==> src/rtl/miner_pkg.sv <==
// Shared definitions for the multi-core miner: default datapath widths,
// the nonce padding constant and the dispatcher state encoding.
package miner_pkg;

    localparam int DEF_NONCE_W  = 32;
    localparam int DEF_HEADER_W = 608;
    localparam int DEF_TARGET_W = 256;

    // Low bits appended to a winning nonce: the SHA padding marker and zeros.
    localparam logic [11:0] PAD_BITS = 12'h800;

    typedef enum logic [1:0] {
        IDLE  = 2'd0,
        RUN   = 2'd1,
        DRAIN = 2'd2
    } state_t;

endpackage

==> src/rtl/miner_found_fifo.sv <==
// Synchronous first-word-fall-through FIFO holding winning nonces.
// A push while full is accepted only if a pop frees a slot in the same cycle.
module miner_found_fifo #(
    parameter int WIDTH = 32,
    parameter int DEPTH = 4
) (
    input  logic             clk,
    input  logic             rst_n,
    input  logic             push,
    input  logic [WIDTH-1:0] push_data,
    input  logic             pop,
    output logic [WIDTH-1:0] head_data,
    output logic             full,
    output logic             empty
);

    localparam int AW = $clog2(DEPTH);

    logic [WIDTH-1:0] mem [DEPTH];
    logic [AW-1:0]    wr_ptr;
    logic [AW-1:0]    rd_ptr;
    logic [AW:0]      count;
    logic             do_push;
    logic             do_pop;

    assign empty     = (count == '0);
    assign full      = (count == (AW+1)'(DEPTH));
    assign do_pop    = pop && !empty;
    assign do_push   = push && (!full || do_pop);
    assign head_data = empty ? '0 : mem[rd_ptr];

    always_ff @(posedge clk) begin
        if (!rst_n) begin
            wr_ptr <= '0;
            rd_ptr <= '0;
            count  <= '0;
        end else begin
            if (do_push) wr_ptr <= wr_ptr + AW'(1);
            if (do_pop)  rd_ptr <= rd_ptr + AW'(1);
            if (do_push && !do_pop)      count <= count + (AW+1)'(1);
            else if (!do_push && do_pop) count <= count - (AW+1)'(1);
        end
    end

    always_ff @(posedge clk) begin
        if (do_push) mem[wr_ptr] <= push_data;
    end

endmodule

==> src/rtl/miner_nonce_dispatch.sv <==
// Nonce dispatcher: issues a job's nonce range round-robin to external hash
// cores, checks returned digests against the target and queues the winners.
module miner_nonce_dispatch
    import miner_pkg::*;
#(
    parameter int NUM_CORES  = 4,
    parameter int NONCE_W    = DEF_NONCE_W,
    parameter int HEADER_W   = DEF_HEADER_W,
    parameter int TARGET_W   = DEF_TARGET_W,
    parameter int FIFO_DEPTH = 4,
    parameter int PAD_W      = NONCE_W + 12
) (
    input  logic                 clk,
    input  logic                 rst_n,
    input  logic                 job_valid,
    output logic                 job_ready,
    input  logic [HEADER_W-1:0]  job_header,
    input  logic [TARGET_W-1:0]  job_target,
    input  logic [NONCE_W-1:0]   job_nonce_lo,
    input  logic [NONCE_W-1:0]   job_nonce_hi,
    input  logic                 job_stop_first,
    input  logic                 abort,
    output logic [HEADER_W-1:0]  hdr_out,
    input  logic [NUM_CORES-1:0] core_ready,
    output logic [NUM_CORES-1:0] core_issue,
    output logic [NONCE_W-1:0]   core_nonce,
    input  logic                 res_valid,
    input  logic [NONCE_W-1:0]   res_nonce,
    input  logic [TARGET_W-1:0]  res_digest,
    output logic                 found_valid,
    input  logic                 found_ready,
    output logic [NONCE_W-1:0]   found_nonce,
    output logic [PAD_W-1:0]     found_padded,
    output logic                 job_done,
    output logic                 overflow,
    output logic                 busy
);

    localparam int IDX_W = (NUM_CORES > 1) ? $clog2(NUM_CORES) : 1;
    localparam int CNT_W = $clog2(NUM_CORES * 4) + 1;

    state_t               state;
    state_t               state_nxt;
    logic [HEADER_W-1:0]  header_q;
    logic [TARGET_W-1:0]  target_q;
    logic [NONCE_W-1:0]   hi_q;
    logic [NONCE_W-1:0]   next_nonce;
    logic [NONCE_W-1:0]   hit_nonce_q;
    logic                 stop_first_q;
    logic                 hit_q;
    logic [IDX_W-1:0]     last_grant;
    logic [IDX_W-1:0]     grant_idx;
    logic [IDX_W-1:0]     cand;
    logic                 grant_any;
    logic                 grant;
    logic                 res_live;
    logic                 hit_now;
    logic                 last_issue;
    logic [CNT_W-1:0]     outstanding;
    logic                 fifo_full;
    logic                 fifo_empty;
    logic                 pop;

    // Round-robin search begins one past the most recently granted core.
    always_comb begin
        grant_any = 1'b0;
        grant_idx = last_grant;
        cand      = last_grant;
        for (int i = 1; i <= NUM_CORES; i++) begin
            cand = IDX_W'((int'(last_grant) + i) % NUM_CORES);
            if (!grant_any && core_ready[cand]) begin
                grant_any = 1'b1;
                grant_idx = cand;
            end
        end
    end

    // Results arriving in IDLE are leftovers from an aborted job and are ignored.
    assign res_live   = res_valid && (state != IDLE) && !abort;
    assign hit_now    = res_live && (res_digest <= target_q);
    assign grant      = (state == RUN) && !abort && grant_any && !(stop_first_q && hit_now);
    assign last_issue = grant && (next_nonce == hi_q);

    assign core_issue = grant ? (NUM_CORES'(1) << grant_idx) : '0;
    assign core_nonce = grant ? next_nonce : '0;
    assign hdr_out    = header_q;
    assign job_ready  = (state == IDLE);
    assign busy       = (state != IDLE);

    always_ff @(posedge clk) begin
        if (!rst_n) state <= IDLE;
        else        state <= state_nxt;
    end

    always_comb begin
        state_nxt = state;
        job_done  = 1'b0;
        if (abort && state != IDLE) begin
            state_nxt = IDLE;
        end else begin
            case (state)
                IDLE:  if (job_valid) state_nxt = (job_nonce_lo > job_nonce_hi) ? DRAIN : RUN;
                RUN:   if (last_issue || (stop_first_q && hit_now)) state_nxt = DRAIN;
                DRAIN: if (outstanding == '0) begin
                           job_done  = 1'b1;
                           state_nxt = IDLE;
                       end
                default: state_nxt = IDLE;
            endcase
        end
    end

    // The last nonce is never incremented, so hi = all-ones cannot wrap.
    always_ff @(posedge clk) begin
        if (!rst_n) begin
            header_q     <= '0;
            target_q     <= '0;
            hi_q         <= '0;
            next_nonce   <= '0;
            stop_first_q <= 1'b0;
            last_grant   <= IDX_W'(NUM_CORES - 1);
            hit_q        <= 1'b0;
            hit_nonce_q  <= '0;
        end else begin
            hit_q       <= hit_now;
            hit_nonce_q <= res_nonce;
            if (state == IDLE && job_valid) begin
                header_q     <= job_header;
                target_q     <= job_target;
                hi_q         <= job_nonce_hi;
                next_nonce   <= job_nonce_lo;
                stop_first_q <= job_stop_first;
                last_grant   <= IDX_W'(NUM_CORES - 1);
            end else if (grant) begin
                last_grant <= grant_idx;
                if (!last_issue) next_nonce <= next_nonce + NONCE_W'(1);
            end
        end
    end

    always_ff @(posedge clk) begin
        if (!rst_n) begin
            outstanding <= '0;
        end else if (abort) begin
            outstanding <= '0;
        end else if (grant && !res_live) begin
            outstanding <= outstanding + CNT_W'(1);
        end else if (!grant && res_live && outstanding != '0) begin
            outstanding <= outstanding - CNT_W'(1);
        end
    end

    assign pop = found_ready && found_valid;

    always_ff @(posedge clk) begin
        if (!rst_n)                              overflow <= 1'b0;
        else if (hit_q && fifo_full && !pop)     overflow <= 1'b1;
    end

    miner_found_fifo #(
        .WIDTH (NONCE_W),
        .DEPTH (FIFO_DEPTH)
    ) u_found_fifo (
        .clk       (clk),
        .rst_n     (rst_n),
        .push      (hit_q),
        .push_data (hit_nonce_q),
        .pop       (pop),
        .head_data (found_nonce),
        .full      (fifo_full),
        .empty     (fifo_empty)
    );

    assign found_valid  = !fifo_empty;
    assign found_padded = found_valid ? PAD_W'({found_nonce, PAD_BITS}) : '0;

endmodule

==> config.mk <==
export PLATFORM = sky130hd
export DESIGN_NAME = miner_nonce_dispatch
export DESIGN_NICKNAME = d
export VERILOG_FILES = /design/src/rtl/miner_pkg.sv /design/src/rtl/miner_found_fifo.sv /design/src/rtl/miner_nonce_dispatch.sv
export SDC_FILE = /design/constraint.sdc
export NUM_CORES = 2
export LEC_CHECK = 0
export ABC_CLOCK_PERIOD_IN_PS = 3500
export CORE_AREA = 2 2 755 757
export CTS_CLUSTER_DIAMETER = 60
export DETAILED_ROUTE_END_ITERATION = 8
export DIE_AREA = 0 0 757 759
export PLACE_DENSITY = 0.3
export SLEW_MARGIN = 20
export SYNTH_ARGS = -nofsm -noshare
export SYNTH_HDL_FRONTEND = slang
export SYNTH_SLANG_ARGS = --single-unit
export TNS_END_PERCENT = 50
==> constraint.sdc <==
create_clock -name clk -period 3.5 [get_ports clk]
set_input_delay 0.35 -clock clk [delete_from_list [all_inputs] [get_ports clk]]
set_output_delay 0.35 -clock clk [all_outputs]
set_load 0.01 [all_outputs]
=== Yosys cells after proc, flatten, opt, wreduce, memory -nomap -nowiden ===
Memory sizes are Yosys's and may differ from the RTL's. A register that Yosys moved wholly into a read port is not among the register bits.
Index checks and enable logic that the tools add are counted.

* Bitwise logic cells: 1
* Reduce and logical (&&, ||, !) cells: 50
* Shifts and indexed selects: 1
* Order comparisons: 6
* Equal/unequal tests: 8
* Add/sub/neg operators: 11
* Mux-type cells: 39

{| class="wikitable"
|+ Operators by type and width
! operator !! count
|-
| 256-bit less-or-equal comparator || 1
|-
| 32-bit two-way mux || 5
|-
| 44-bit two-way mux || 1
|-
| 32-bit by 1-bit adder with 32-bit output, second input constant || 1
|-
| 32-bit == test || 1
|-
| 32-bit greater-than comparator || 1
|-
| 1-bit logical AND || 23
|-
| 2-bit two-way mux || 10
|-
| 1-bit two-way mux || 13
|-
| 1-bit logical NOT || 12
|-
| 2-bit by 3-bit less-than comparator with 1-bit output, second input constant || 4
|-
| 5-bit two-way mux || 2
|-
| 2-bit by 1-bit adder with 2-bit output, second input constant || 4
|-
| 1-bit binary-select mux with 2-bit select || 4
|-
| 2-bit nonzero test || 4
|-
| 3-bit two-way mux || 2
|-
| 2-bit one-hot mux with 3 select lines || 1
|-
| 2-bit OR reduction || 3
|-
| 5-bit by 1-bit adder with 5-bit output, second input constant || 1
|-
| 5-bit logical NOT || 1
|-
| 5-bit nonzero test || 1
|-
| 5-bit by 1-bit subtractor with 5-bit output, second input constant || 1
|-
| 2-bit adder, second input constant || 2
|-
| 4-bit two-way mux || 1
|-
| other kinds (14) || 17
|}

* Memories: 1
* Memory bits (writable): 128
* Flip-flop bits (word level): 979
* Word-level logic and storage cells: 131
* Input port bits: 1227

{| class="wikitable"
|+ Memories
! memory !! depth !! bits a word !! read ports !! clocked after Yosys merged registers in !! write ports !! line !! RTL
|-
| u_found_fifo.mem || 4 || 32 || 1 || 1 || 1 || miner_found_fifo.sv:19 || <nowiki>logic [WIDTH-1:0] mem [DEPTH];</nowiki>
|}

=== Longest topological paths before layout ===
* Depth in word-level cells: 20
* Gate-level depth with buffers: 15

=== Cells and area by module ===
A second synthesis with hierarchy kept.

* Cell total of the unflattened synthesis: 5699
* Area, all modules: 47286.6 µm²

{| class="wikitable"
|+ By module, submodules not included
! module !! cells an instance !! times used !! area each (µm²) !! sequential area each (µm²)
|-
| miner_nonce_dispatch || 5448 || 1 || 41970.3 || 19458.7
|-
| miner_found_fifo || 251 || 1 || 5316.3 || 4023.9
|}

=== Least setup slack after synthesis ===
Ideal clock, no wire load.

* Kind: input port to output port
* Start: input port res_digest[197]
* End: output port core_nonce[22]
* Path buffers: 2
* Data required time: 3.150 ns
* Data arrival time: 2.949 ns
* Path slack: 0.201 ns
* Stages: 13
* Cells stage by stage: ha_1 -> a21o_1 -> nand3_1 -> a211oi_1 -> or4_1 -> a32oi_1 -> nand3_1 -> nor3_1 -> a21bo_2 -> a21oi_1 -> buf_2 -> clkbuf_1 -> and2_1

* Word-level cells in the longest chain between the ends: 6

{| class="wikitable"
|+ RTL lines
! item !! line !! RTL
|-
| start, declared || miner_nonce_dispatch.sv:29 || <nowiki>input logic [TARGET_W-1:0] res_digest,</nowiki>
|-
| 256-bit less-or-equal comparator || miner_nonce_dispatch.sv:80 || <nowiki>assign hit_now = res_live && (res_digest <= target_q);</nowiki>
|-
| 1-bit logical AND || miner_nonce_dispatch.sv:80 ||
|-
| 1-bit logical AND || miner_nonce_dispatch.sv:81 || <nowiki>assign grant = (state == RUN) && !abort && grant_any && !(stop_first_q && hit_now);</nowiki>
|-
| 1-bit logical NOT || miner_nonce_dispatch.sv:81 ||
|-
| 1-bit logical AND || miner_nonce_dispatch.sv:81 ||
|-
| 32-bit two-way mux || miner_nonce_dispatch.sv:85 || <nowiki>assign core_nonce = grant ? next_nonce : '0;</nowiki>
|-
| end, declared || miner_nonce_dispatch.sv:26 || <nowiki>output logic [NONCE_W-1:0] core_nonce,</nowiki>
|}

No other way between the ends.

=== Worst setup path in the final report ===
* Start: register target_q[159]
* End: output port core_nonce[24]

* Word-level cells in the longest chain between the ends: 6

{| class="wikitable"
|+ RTL lines
! item !! line !! RTL
|-
| start, declared || miner_nonce_dispatch.sv:45 || <nowiki>logic [TARGET_W-1:0] target_q;</nowiki>
|-
| start signal, assigned || miner_nonce_dispatch.sv:129 || <nowiki>target_q <= job_target;</nowiki>
|-
| 256-bit less-or-equal comparator || miner_nonce_dispatch.sv:80 ||
|-
| 1-bit logical AND || miner_nonce_dispatch.sv:80 ||
|-
| 1-bit logical AND || miner_nonce_dispatch.sv:81 ||
|-
| 1-bit logical NOT || miner_nonce_dispatch.sv:81 ||
|-
| 1-bit logical AND || miner_nonce_dispatch.sv:81 ||
|-
| 32-bit two-way mux || miner_nonce_dispatch.sv:85 ||
|}

No other way between the ends.

==> impl_summary.md <==
Outcome
The flow ran to the end, but the final reports show violations. The final reports fail on negative setup slack.

Setup path
The kind of critical path is flip-flop to output port. The endpoint arrival time on the critical path is around 4.9 ns. The largest fanout of any net on the critical path is 8. The worst setup path is captured at an output port.

STA puts the critical path data required time at between 3 and 4 ns. The startpoint class of the critical path is a flip-flop.

Floorplanning
Once the floorplan was initialized, standard cells occupied between 8 and 9% of the core. The die covers between 0.5 and 0.6 mm2. The core box area is approximately 0.57 mm2. The die is ~760 um wide. The vertical extent of the die is around 760 um. Row generation in the floorplan step produced approximately 280 rows. During I/O placement, the number of pins put on the boundary was slightly below 2000.

GRT
The overall fraction of global-route tracks in use is 16.15%. Global routing finished with a remaining overflow of 0. The first global-routing pass estimated roughly 600 mm of wire. Entering global routing, the biggest net connects ~120 pins. The number of antenna violations at the first check in global routing is around 530. The number of global-route vias before repair was 53010.

Clock tree
The depth of the CTS H-tree is 4. After clock tree synthesis, the clock-pin slew on the worst setup and hold paths is around 0.050 ns. Clock latency on the worst-skew pair, taken at its later pin, is 0.93 ns. For this design, the sink count on the clock tree is ~1100.

TritonCTS created approximately 220 clock buffers. The TritonCTS clock tree is done. The root buffer cell is clkbuf_16. No sink is reached through more buffers than the 4 on the longest clock path.

Yosys
The leading cell type by number of instances after synthesis is nand2_1. The share of synthesized area in the top cell type comes to between 40% and 50%. Each instance of the synthesized netlist takes up on average around 8.3 um2. In the synthesized netlist the dominant register cell turns out to be dfxtp_1.

The number of flip-flops and latches in the synthesized netlist is approximately 1100. Yosys mapped a number of flops with a built-in enable equal to 128. The top cell type by total area after synthesis is dfxtp_1. The area of the mapped netlist is between 0.04 and 0.05 mm2. Yosys printed 0 warnings. By count the netlist is led by 1888 x nand2_1, 981 x dfxtp_1, 965 x a21oi_1. In the synthesized netlist the async set-or-reset flop fraction comes to 0%.

By area the synthesized netlist is led by dfxtp_1 41%, nand2_1 15%, a21oi_1 10%, edfxtp_1 8.1%, ha_1 7.8%. After synthesis, flip-flops and latches occupy between 40% and 50% of the total area. The count of cell types in the netlist is a little over 70.

The cell count after synthesis came out at around 5700.

STA
Setup repair after global routing could not meet its margin everywhere. Setup violations remaining at the end of the flow were counted as between 70 and 80. The final setup TNS is -84.76 ns.

The final-report max-slew violation count is 0. Clock skew on the completed layout was measured at 0.07217 ns. The number of failing hold endpoints at the final stage is 0. At the pin with the least slew margin, the transition time is about 1.1 ns. The share of the cycle needed by the critical path after routing is 149.1%. In the post-route analysis, the smallest setup slack over all paths is -1.717 ns. The final-layout worst hold slack is about 0.080 ns. The worst pin sits at a relative slew slack of between 20% and 30%.

Derived from the worst setup path, the maximum achievable clock frequency is ~0.19 GHz. The minimum clock period after layout is around 5.2 ns.

Route
In the final routed layout, each cell accounts on average for about 30 um. For this run, design rule violations remaining after detail routing come to 0. The first detailed-routing pass ran for 8 iterations. The final layout contains routed wiring with a total length of 484.7 mm. In the routed layout, each cell is associated on average with a via count of roughly 3.3. In this run the remaining antenna-violating nets after routing total 0.

The first routing iteration left ~4100 violations. The number of vias after detailed routing is around 55000.

Finish
The finished layout holds 16390 standard cells, fillers aside. The layout overhead on the synthesized area is 97.10%. The fraction of the core area covered by cells at the end of the flow is between 15 and 20%. The post-route netlist has around a tenth of its cells at a drive strength greater than 1. The layout has roughly 64000 filler cells. The final design instance area without fill is a little over 0.09 mm2. The layout net count is around 10000.

Placement
The congestion estimate from routability-driven global placement came to 0.9340. The count of buffers added on input and output ports is between 1500 and 2000. Once placement completed, the tool counted placed cells totaling 15110.

After detailed placement, the total cell area comes to 0.07788 mm2. OpenSTA, run right after detailed placement, puts the worst setup slack at -1.969 ns. After legalization and detailed placement, the total HPWL measured ~420 mm.

Hold path
The type of the most critical hold path is input port to flip-flop.

Job
The tool flagged a number of max-cap violations equal to 0.

Pwr
Overall power consumption after layout is estimated at about 49 mW. Power spread over the standard cell area amounts to ~520 mW/mm2. The largest vdd supply drop is slightly above 0.4 mV.

The leakage power of the design is 33.64 nW.
==> state kept, by name, indices dropped and copies added, names as in the netlist, named ones only <==
register,cells
hdr_out,608
hi_q,32
hit_nonce_q,32
hit_q,1
last_grant,2
next_nonce,32
outstanding,5
overflow,1
state,2
stop_first_q,1
target_q,256
u_found_fifo.count,3
u_found_fifo.mem,128
u_found_fifo.rd_ptr,2
u_found_fifo.wr_ptr,2
==> cell families (layout without fill, tap and decap cells) <==
logic type      count (synthesis)  count (layout)  synth area share, %
xor+xnor                       51              51               0.9412
fa+ha+maj                     299             299                7.915
simple gates                 2276            2276                19.91
other cells                     1             196             0.007902
compound gates               1243            1243                14.28
flops                        1109            1109                49.48
mux                            39              39                1.666
buf+inv                       684            3647                5.803
==> critical path, cell delays in order (launching register included) <==
cell and delay (ns):
dfxtp_2 0.35, clkinvlp_4 0.31, ha_4 0.34, nand4_1 0.10
buf_4 0.13, nor2_2 0.04, a221oi_2 0.25, o211ai_1 0.19
buf_4 0.21, a222oi_1 0.41, inv_2 0.09, nor3_4 0.46
a21bo_4 0.25, a21oi_4 0.08, buf_12 0.16, buf_6 0.13
buf_6 0.11, and2_4 0.16, buf_12 0.12
==> report_power, final <==
part           internal [mW]  switching (mW)  total, mW
logic                   5.29            6.40       11.7
registers               13.8           0.638       14.4
clock network           14.0            8.61       22.6
==> placed cells by master, fill, tap and decap left out, types with 72 or more instances in the layout <==
master / instances
dlygate4sd3_1: 674
diode_2: 185
o21ai_0: 75
clkdlybuf4s50_1: 1901
edfxtp_1: 128
inv_1: 282
clkbuf_16: 218
buf_12: 72
a21oi_1: 961
nand2_1: 1886
nand4_1: 72
ha_1: 287
buf_4: 261
dfxtp_1: 969
==> worst paths after layout <==
check / end / start / slack [ns] / cells past startpoint
setup reg to reg: outstanding[1]$_SDFFE_PP0P_ / target_q[159]$_SDFFE_PN0P_ / -0.86 / 19
setup / recovery: core_nonce[24] / target_q[159]$_SDFFE_PN0P_ / -1.72 / 18
hold / removal: hdr_out[226]$_SDFFE_PN0P_ / job_header[226] / 0.08 / 3
hold reg to reg: target_q[133]$_SDFFE_PN0P_ / target_q[133]$_SDFFE_PN0P_ / 0.45 / 2
==> routing by layer <==
layer	GRT usage, %	vias up	routed length (um)
li1	-	24830	-
met5	0	-	1848
met1	21.69	26260	221400
met3	7.440	908	53420
met4	3.584	292	12860
met2	23.37	2595	195200
==> final cells by class <==
type / count / area (um2) / area share, %
Inverter: 303 / 1171 / 1.252
Clock inverter: 131 / 1714 / 1.833
Multi-Input combinational cell: 3919 / 21760 / 23.26
Timing Repair Buffer: 2943 / 29570 / 31.62
Antenna cell: 185 / 462.9 / 0.4949
Clock buffer: 270 / 5931 / 6.340
Tap cell: 7533 / 9425 / 10.08
Sequential cell: 1109 / 23500 / 25.13
==> what timing repair did <==
action / CTS / global route
endpoints found under the setup margin: 136 / 78
pin swaps: 46 / 37
gates cloned: 2 / 0
hold buffers: 674 / 0
setup buffers: 28 / 18
endpoints found under the hold margin: 679 / 0
resized for setup: 176 / 52
Note: power is estimated with default switching activity, not from simulation.
